File: src/rtl/controle_busca.sv
// Instruction-fetch sequencer for the 8-bit nRisc core: owns the PC, fetches with 1-cycle latency, queues to decode.
// Optional out-of-range fetch fault is compiled in by defining FETCH_BOUND_CHECK_EN.
module controle_busca #(
  parameter logic [7:0]  RESET_PC  = 8'd0,
  parameter int unsigned DEPTH     = 2,
  parameter logic [7:0]  HALT_WORD = 8'hFF,
  parameter logic [7:0]  PROG_LAST = 8'd255
) (
  input  logic       clock,
  input  logic       reset,
  output logic [7:0] endereco,
  input  logic [7:0] instrucao_mem,
  output logic [7:0] instr,
  output logic [7:0] instr_pc,
  output logic       instr_valid,
  input  logic       instr_ready,
  input  logic       desvio,
  input  logic [7:0] alvo,
  output logic       halted,
  output logic       fault
);
  localparam int unsigned CW = 3;
  localparam int unsigned AW = 8;

`ifdef FETCH_BOUND_CHECK_EN
  typedef enum logic [1:0] {ST_FETCH, ST_HALT, ST_FAULT} state_t;
`else
  typedef enum logic [1:0] {ST_FETCH, ST_HALT} state_t;
`endif

  state_t          state_q, state_d;
  logic [AW-1:0]   pc_q, pc_d;
  logic            pend_q, pend_d;
  logic [AW-1:0]   pend_pc_q, pend_pc_d;
  logic [AW-1:0]   endereco_q, endereco_d;
  logic [CW-1:0]   count_q, count_d;
  logic            valid_q, valid_d;
  logic            halted_q, halted_d;
  logic [AW-1:0]   fifo_instr_q [DEPTH];
  logic [AW-1:0]   fifo_instr_d [DEPTH];
  logic [AW-1:0]   fifo_pc_q [DEPTH];
  logic [AW-1:0]   fifo_pc_d [DEPTH];
`ifdef FETCH_BOUND_CHECK_EN
  logic            fault_q, fault_d;
`endif

  logic            pop_c, push_c, credit_c, issue_c;
  logic [AW-1:0]   issue_addr_c;
  logic [CW-1:0]   wr_idx_c;

  // Next-state: redirect, issue credit, capture, HALT detection and FIFO shift.
  always_comb begin
    state_d      = state_q;
    pc_d         = pc_q;
    pend_d       = 1'b0;
    pend_pc_d    = pend_pc_q;
    endereco_d   = endereco_q;
    count_d      = count_q;
    valid_d      = valid_q;
    halted_d     = halted_q;
    fifo_instr_d = fifo_instr_q;
    fifo_pc_d    = fifo_pc_q;
`ifdef FETCH_BOUND_CHECK_EN
    fault_d      = fault_q;
`endif
    pop_c        = valid_q & instr_ready;
    push_c       = 1'b0;
    issue_c      = 1'b0;
    issue_addr_c = pc_q;
    wr_idx_c     = count_q - CW'(pop_c);
    // Entries already queued plus the one in flight, minus what leaves this cycle.
    credit_c     = (count_q + CW'(pend_q) - CW'(pop_c)) < CW'(DEPTH);

    if (desvio) begin
      count_d      = '0;
      valid_d      = 1'b0;
      state_d      = ST_FETCH;
      halted_d     = 1'b0;
      issue_addr_c = alvo;
`ifdef FETCH_BOUND_CHECK_EN
      if (alvo > PROG_LAST) begin
        state_d = ST_FAULT;
        fault_d = 1'b1;
      end else begin
        fault_d = 1'b0;
        issue_c = 1'b1;
      end
`else
      issue_c = 1'b1;
`endif
    end else begin
      push_c = pend_q && (state_q == ST_FETCH);
      if (state_q == ST_FETCH) begin
`ifdef FETCH_BOUND_CHECK_EN
        if (pc_q > PROG_LAST) begin
          state_d = ST_FAULT;
          fault_d = 1'b1;
        end else begin
          issue_c = credit_c;
        end
`else
        issue_c = credit_c;
`endif
        if (push_c && (instrucao_mem == HALT_WORD)) begin
          state_d  = ST_HALT;
          halted_d = 1'b1;
        end
      end
      if (pop_c) begin
        for (int i = 0; i < int'(DEPTH) - 1; i++) begin
          fifo_instr_d[i] = fifo_instr_q[i+1];
          fifo_pc_d[i]    = fifo_pc_q[i+1];
        end
      end
      for (int i = 0; i < int'(DEPTH); i++) begin
        if (push_c && (wr_idx_c == CW'(i))) begin
          fifo_instr_d[i] = instrucao_mem;
          fifo_pc_d[i]    = pend_pc_q;
        end
      end
      count_d = count_q + CW'(push_c) - CW'(pop_c);
      valid_d = (count_d != '0);
    end

    if (issue_c) begin
      endereco_d = issue_addr_c;
      pend_d     = 1'b1;
      pend_pc_d  = issue_addr_c;
      pc_d       = issue_addr_c + 8'd1;
    end
  end

  always_ff @(posedge clock) begin
    if (reset) begin
      state_q    <= ST_FETCH;
      pc_q       <= RESET_PC;
      pend_q     <= 1'b0;
      pend_pc_q  <= '0;
      endereco_q <= RESET_PC;
      count_q    <= '0;
      valid_q    <= 1'b0;
      halted_q   <= 1'b0;
      for (int i = 0; i < int'(DEPTH); i++) begin
        fifo_instr_q[i] <= '0;
        fifo_pc_q[i]    <= '0;
      end
    end else begin
      state_q      <= state_d;
      pc_q         <= pc_d;
      pend_q       <= pend_d;
      pend_pc_q    <= pend_pc_d;
      endereco_q   <= endereco_d;
      count_q      <= count_d;
      valid_q      <= valid_d;
      halted_q     <= halted_d;
      fifo_instr_q <= fifo_instr_d;
      fifo_pc_q    <= fifo_pc_d;
    end
  end

`ifdef FETCH_BOUND_CHECK_EN
  always_ff @(posedge clock) begin
    if (reset) begin
      fault_q <= 1'b0;
    end else begin
      fault_q <= fault_d;
    end
  end
  assign fault = fault_q;
`else
  logic unused_c;
  assign unused_c = ^PROG_LAST;
  assign fault    = 1'b0;
`endif

  assign endereco    = endereco_q;
  assign instr       = fifo_instr_q[0];
  assign instr_pc    = fifo_pc_q[0];
  assign instr_valid = valid_q;
  assign halted      = halted_q;

endmodule

File: config.mk
export PLATFORM = sky130hd
export DESIGN_NAME = controle_busca
export DESIGN_NICKNAME = d
export VERILOG_FILES = /design/src/rtl/controle_busca.sv
export SDC_FILE = /design/constraint.sdc
export NUM_CORES = 1
export LEC_CHECK = 0
export CAP_MARGIN = 10
export CORE_ASPECT_RATIO = 0.7
export CORE_UTILIZATION = 38
export CTS_CLUSTER_DIAMETER = 100
export CTS_CLUSTER_SIZE = 28
export DETAILED_ROUTE_END_ITERATION = 8
export GPL_TIMING_DRIVEN = 0
export SYNTH_ARGS = -nofsm -noshare
export SYNTH_HDL_FRONTEND = slang
export SYNTH_SLANG_ARGS = --single-unit
export TNS_END_PERCENT = 1
File: constraint.sdc
create_clock -name clock -period 6.7 [get_ports clock]
set_input_delay 1.34 -clock clock [delete_from_list [all_inputs] [get_ports clock]]
set_output_delay 1.34 -clock clock [all_outputs]
set_load 0.02 [all_outputs]
=== Word level (Yosys, flattened, before mapping) ===
Index checks and enable logic that the tools add are counted.

* Memory bits (writable): 0
* Bits in read-only memories: 0
* Output and inout port bits: 27
* Input port bits: 20
* Register bits: 54
* Bits in latches: 0
* Memories: 0

* Bitwise logic cells: 2
* Reduce and logical (&&, ||, !) cells: 12
* Eq/ne operators: 2
* Divide/modulo/power cells: 0
* Mux-type cells: 8
* Order comparisons: 1
* Multipliers: 0
* Add/sub/neg operators: 6
* Shift operators: 0

{| class="wikitable"
|+ Operators by type and width
! cell !! count
|-
| $mux W8 || 5
|-
| $sub A3 B1 Y3 || 3
|-
| $add A8 B1 Y8 const B || 1
|-
| $eq A8 B8 Y1 const B || 1
|-
| $add A3 B1 Y3 || 2
|-
| $reduce_and A2 Y1 || 3
|-
| $logic_and A1 B1 Y1 || 4
|-
| $eq A3 B1 Y1 const B || 1
|-
| $logic_not A3 Y1 || 1
|-
| $lt A3 B2 Y1 const B || 1
|-
| $mux W1 || 3
|-
| $reduce_bool A3 Y1 || 1
|-
| $logic_not A2 Y1 || 1
|-
| $reduce_bool A2 Y1 || 1
|-
| $reduce_or A2 Y1 || 1
|-
| $and A1 B1 Y1 || 1
|-
| $not A1 Y1 || 1
|}

=== Depth between registers and ports, before layout ===
* Depth after elaboration: 6
* Depth in mapped cells: 10

=== Worst setup path before layout ===
OpenSTA, ideal clock, no wires.

* Path kind: in2reg
* Start point: in instr_ready
* End point: reg pc_q[4]
* Stages on the path: 9
* Data required time: 6.584 ns
* Setup time: 0.116 ns
* Arrival time: 3.227 ns
* Path slack: 3.357 ns
* Path through: nand2_1 -> xnor2_1 -> nand2_1 -> fa_1 -> xor3_1 -> nor3b_4 -> nand4_1 -> xnor2_1 -> o211a_1

* Longest elaborated chain between the ends: 5

{| class="wikitable"
|+ RTL lines
! what !! line !! RTL
|-
| start, declared || 16 || <nowiki>input logic instr_ready,</nowiki>
|-
| $and A1 B1 Y1 || 66 || <nowiki>pop_c = valid_q & instr_ready;</nowiki>
|-
| $sub A3 B1 Y3 || 72 || <nowiki>credit_c = (count_q + CW'(pend_q) - CW'(pop_c)) < CW'(DEPTH);</nowiki>
|-
| $lt A3 B2 Y1 || 72 ||
|-
| $mux W1 || 93 || <nowiki>if (state_q == ST_FETCH) begin</nowiki>
|-
| $mux W1 || 74 || <nowiki>if (desvio) begin</nowiki>
|-
| end signal, assigned || 149 || <nowiki>pc_q <= pc_d;</nowiki>
|-
| end, declared || 32 || <nowiki>logic [AW-1:0] pc_q, pc_d;</nowiki>
|}

Every way passes these cells.
A chain may end at the register's enable or synchronous reset.

=== Worst setup path in the final report ===
* Start point: in instr_ready
* End point: reg pc_q[0]

Same word-level chain as after synthesis.

==> results.toml <==
[logic_synthesis]
synth_top_area_frac = 0.405
yosys-top-cells-count = "dfxtp_1, nor2_1, mux2i_1"
synth_cell_types = 41
synth_compound_area_frac = 0.110
synth_fa_ha_area_frac = 0.0291
synth-main-ff-cell = "dfxtp_1"
yosysWarnings = 0
ys_seq_area_frac = 0.405
synth_area_um2 = 2670
ys_seq_elements = 54
synthMuxAreaShare = 0.151
synth_edf_count = 0
synth_top_family_by_area = "multiplexers"
synth_xor_area_frac = 0.0679
yosysTopAreaCell = "dfxtp_1"
syn_avg_cell_area_um2 = 9.34
synthCells = 286
async_flop_share = 0
yosys-top-cells-area = "dfxtp_1, mux2i_1, nor2_1"
yosysMostFrequentCell = "dfxtp_1"
yosys.area_share.simple = 0.148
syn_nets = 311

[min_path]
worstHoldPathType = "register to register"

[setup_path]
r2r_setup_slack_ns = 4.03
worstRegToRegCells = 10
cp.required_ns = 6.94
critPathKind = "primary input to register"
critPathLaunchType = "primary input"
rr_startpoint = "instr_valid"
cp-startpoint = "instr_ready"
crit_path_end_kind = "register"
critPathArrivalTime_ns = 4.05
crit_path_max_fanout = 10
slowest_delay_ns = 0.46
slowest_stage = "nor3b_4"
crit_path_frequent_cell = "nand2_1"
r2r_end = "pc_q[0]"
path_cells = "clkdlybuf4s50_1 > nand2_1 > xnor2_1 > nand2_1 > fa_1 > xor3_1 > nor3b_4 > buf_8 > xor2_1 > nor2_1 > a211oi_2"
crit_end = "pc_q[0]"

[cts]
clock_sinks = 54
htree_levels = 2
post_cts_buffers = 0
clkTransAtPathRegs_ns = 0.10
cts_resized = 0
cts_tree = "built"
cts_buffers = 5
insertion_delay_ns = 0.31
postCtsHoldBufs = 0
ctsRootBufferMaster = "clkbuf_8"
clk_path_buf_depth = 2

[sta]
rsz0062_at_grt = "no"
finalSetupViolCount = 0
tightest_slew_ns = 0.550
slew_viol_final = 0
worst_slack_ns = 2.89
fmax_mhz = 262
fin_skew_ns = 0.0130
setup-tns-final_ns = 0
hold_viol_final = 0
finalCritPeriodShare = 0.569
min_period_ns = 3.81
slew_headroom = 0.633

[power]
power.leakage_uw = 0.00123
p_per_area_nw_per_um2 = 251
ir_drop_mv = 0.109

[global_routing]
grt_max_degree = 16
grtUsageTotal = 0.174
grt_pass1_vias = 1889
antenna_found_initial = 0
grt_overflow_total = 0
grt_pass1_wl_um = 9640

[floorplanning]
rows = 25
dieWidth_um = 102
start_util = 0.395
core_area_um2 = 6760
chipHeight_um = 72.1
die_area_um2 = 7370
pin_count = 47

[status]
violations = "design-rule violations"
run_status = "complete, but fails checks"

[placed_design]
io_buffers = 44
place_congestion = 0.790
place_hpwl_um = 4460
preCtsSetupSlack_ns = 2.61

[final_layout]
antenna_cells = 0
finalNetCount = 362
layout-drive-gt1-share = 0.0979
n_fill_cell = 673
area_growth_pct = 23.9
post-route-util = 0.490

[detailed_routing]
first_pass_iters = 7
drc = 2
vias_per_cell = 4.80
routedWlPerCell_um = 13.8
wl_um = 5960
ant_nets = 0
drt_iter0_markers = 76
vias = 2069

[job]
maxCapViolations = 0
==> area by class of cell <==
class / instances / area (µm²) / area share
multi-input cells: 193 / 1350 / 0.409
flip-flops and latches: 54 / 1080 / 0.327
repair buffers: 44 / 440 / 0.133
plain buffers: 33 / 213 / 0.0643
well taps: 94 / 118 / 0.0356
clock buffers: 6 / 72.6 / 0.0219
inverters: 6 / 22.5 / 0.00681
clock inverters: 1 / 7.51 / 0.00227
==> how the worst min path moves through the flow <==
stage / slack, ns / startpoint / end / depth (start not counted)
after floorplan: 0.44 / pc_q[1] / pc_q[1] / 2
after global placement: 0.47 / fifo_instr_q[7] / fifo_instr_q[7] / 2
final: 0.49 / pc_q[1] / pc_q[1] / 2
after global routing: 0.51 / pc_q[1] / pc_q[1] / 2
after CTS: 0.49 / pc_q[1] / pc_q[1] / 2
after detailed placement: 0.48 / pc_q[1] / pc_q[1] / 2
==> logic make-up after synthesis <==
kind of cell,count (synthesis)
adder cells (fa/ha/maj),5
multiplexers,40
other,1
buffers and inverters,39
flip-flops,54
XOR/XNOR,19
AND/OR/NAND/NOR,87
AO/OA/AOI/OAI,41
==> layer usage <==
layer  global-route usage  part of all wire
met1                0.273              0.56
met2                0.231              0.38
met3               0.0385             0.045
met4               0.0524             0.011
met5                    0                 0
==> placed cells by master, fill, tap and decap left out, types with 2 or more instances in the layout <==
cell,n
inv_1,6
ha_1,3
o21ai_0,4
clkbuf_1,11
clkdlybuf4s50_1,44
and2_1,2
o21a_1,3
mux2_2,2
dfxtp_1,54
nor2_1,49
a211oi_1,20
nand3b_1,2
mux2i_1,38
xnor2_1,11
nand3_1,5
buf_4,18
xor2_1,7
buf_2,2
nand4b_1,2
clkbuf_8,5
a21oi_1,6
nor3_1,4
nand4_1,3
nand2_1,15
fa_1,2
==> critical path: cells and delay by family <==
family | cells | cell delay [ns]
AOI/OAI and AO/OA | 1 | 0.15
buffers and inverters | 2 | 0.66
adders and majority gates | 1 | 0.38
and+or+nand+nor | 4 | 0.80
xor gates and xnor gates | 3 | 0.71
==> through the flow <==
step	total power [µW]	cells	hold WS (ns)	instance area [µm²]
after detailed placement	661	424	0.476	3230
final	831	431	0.488	3310
after global placement	660	424	0.472	3230
after CTS	840	431	0.490	3310
after floorplan	570	286	0.443	2670
after global routing	879	431	0.514	3310
==> power by group <==
part           switching [µW]  internal, µW
Combinational             141           138
Clock                     106          72.0
Sequential               23.3           351
Total                     270           561
==> state kept, by name (all words and copies together) (netlist names) <==
register      cells
count_q           3
endereco          8
fifo_instr_q      8
fifo_pc_q         8
instr             8
instr_pc          8
instr_valid       1
pc_q              8
pend_q            1
state_q           1
(Power assumes the default switching activity.)
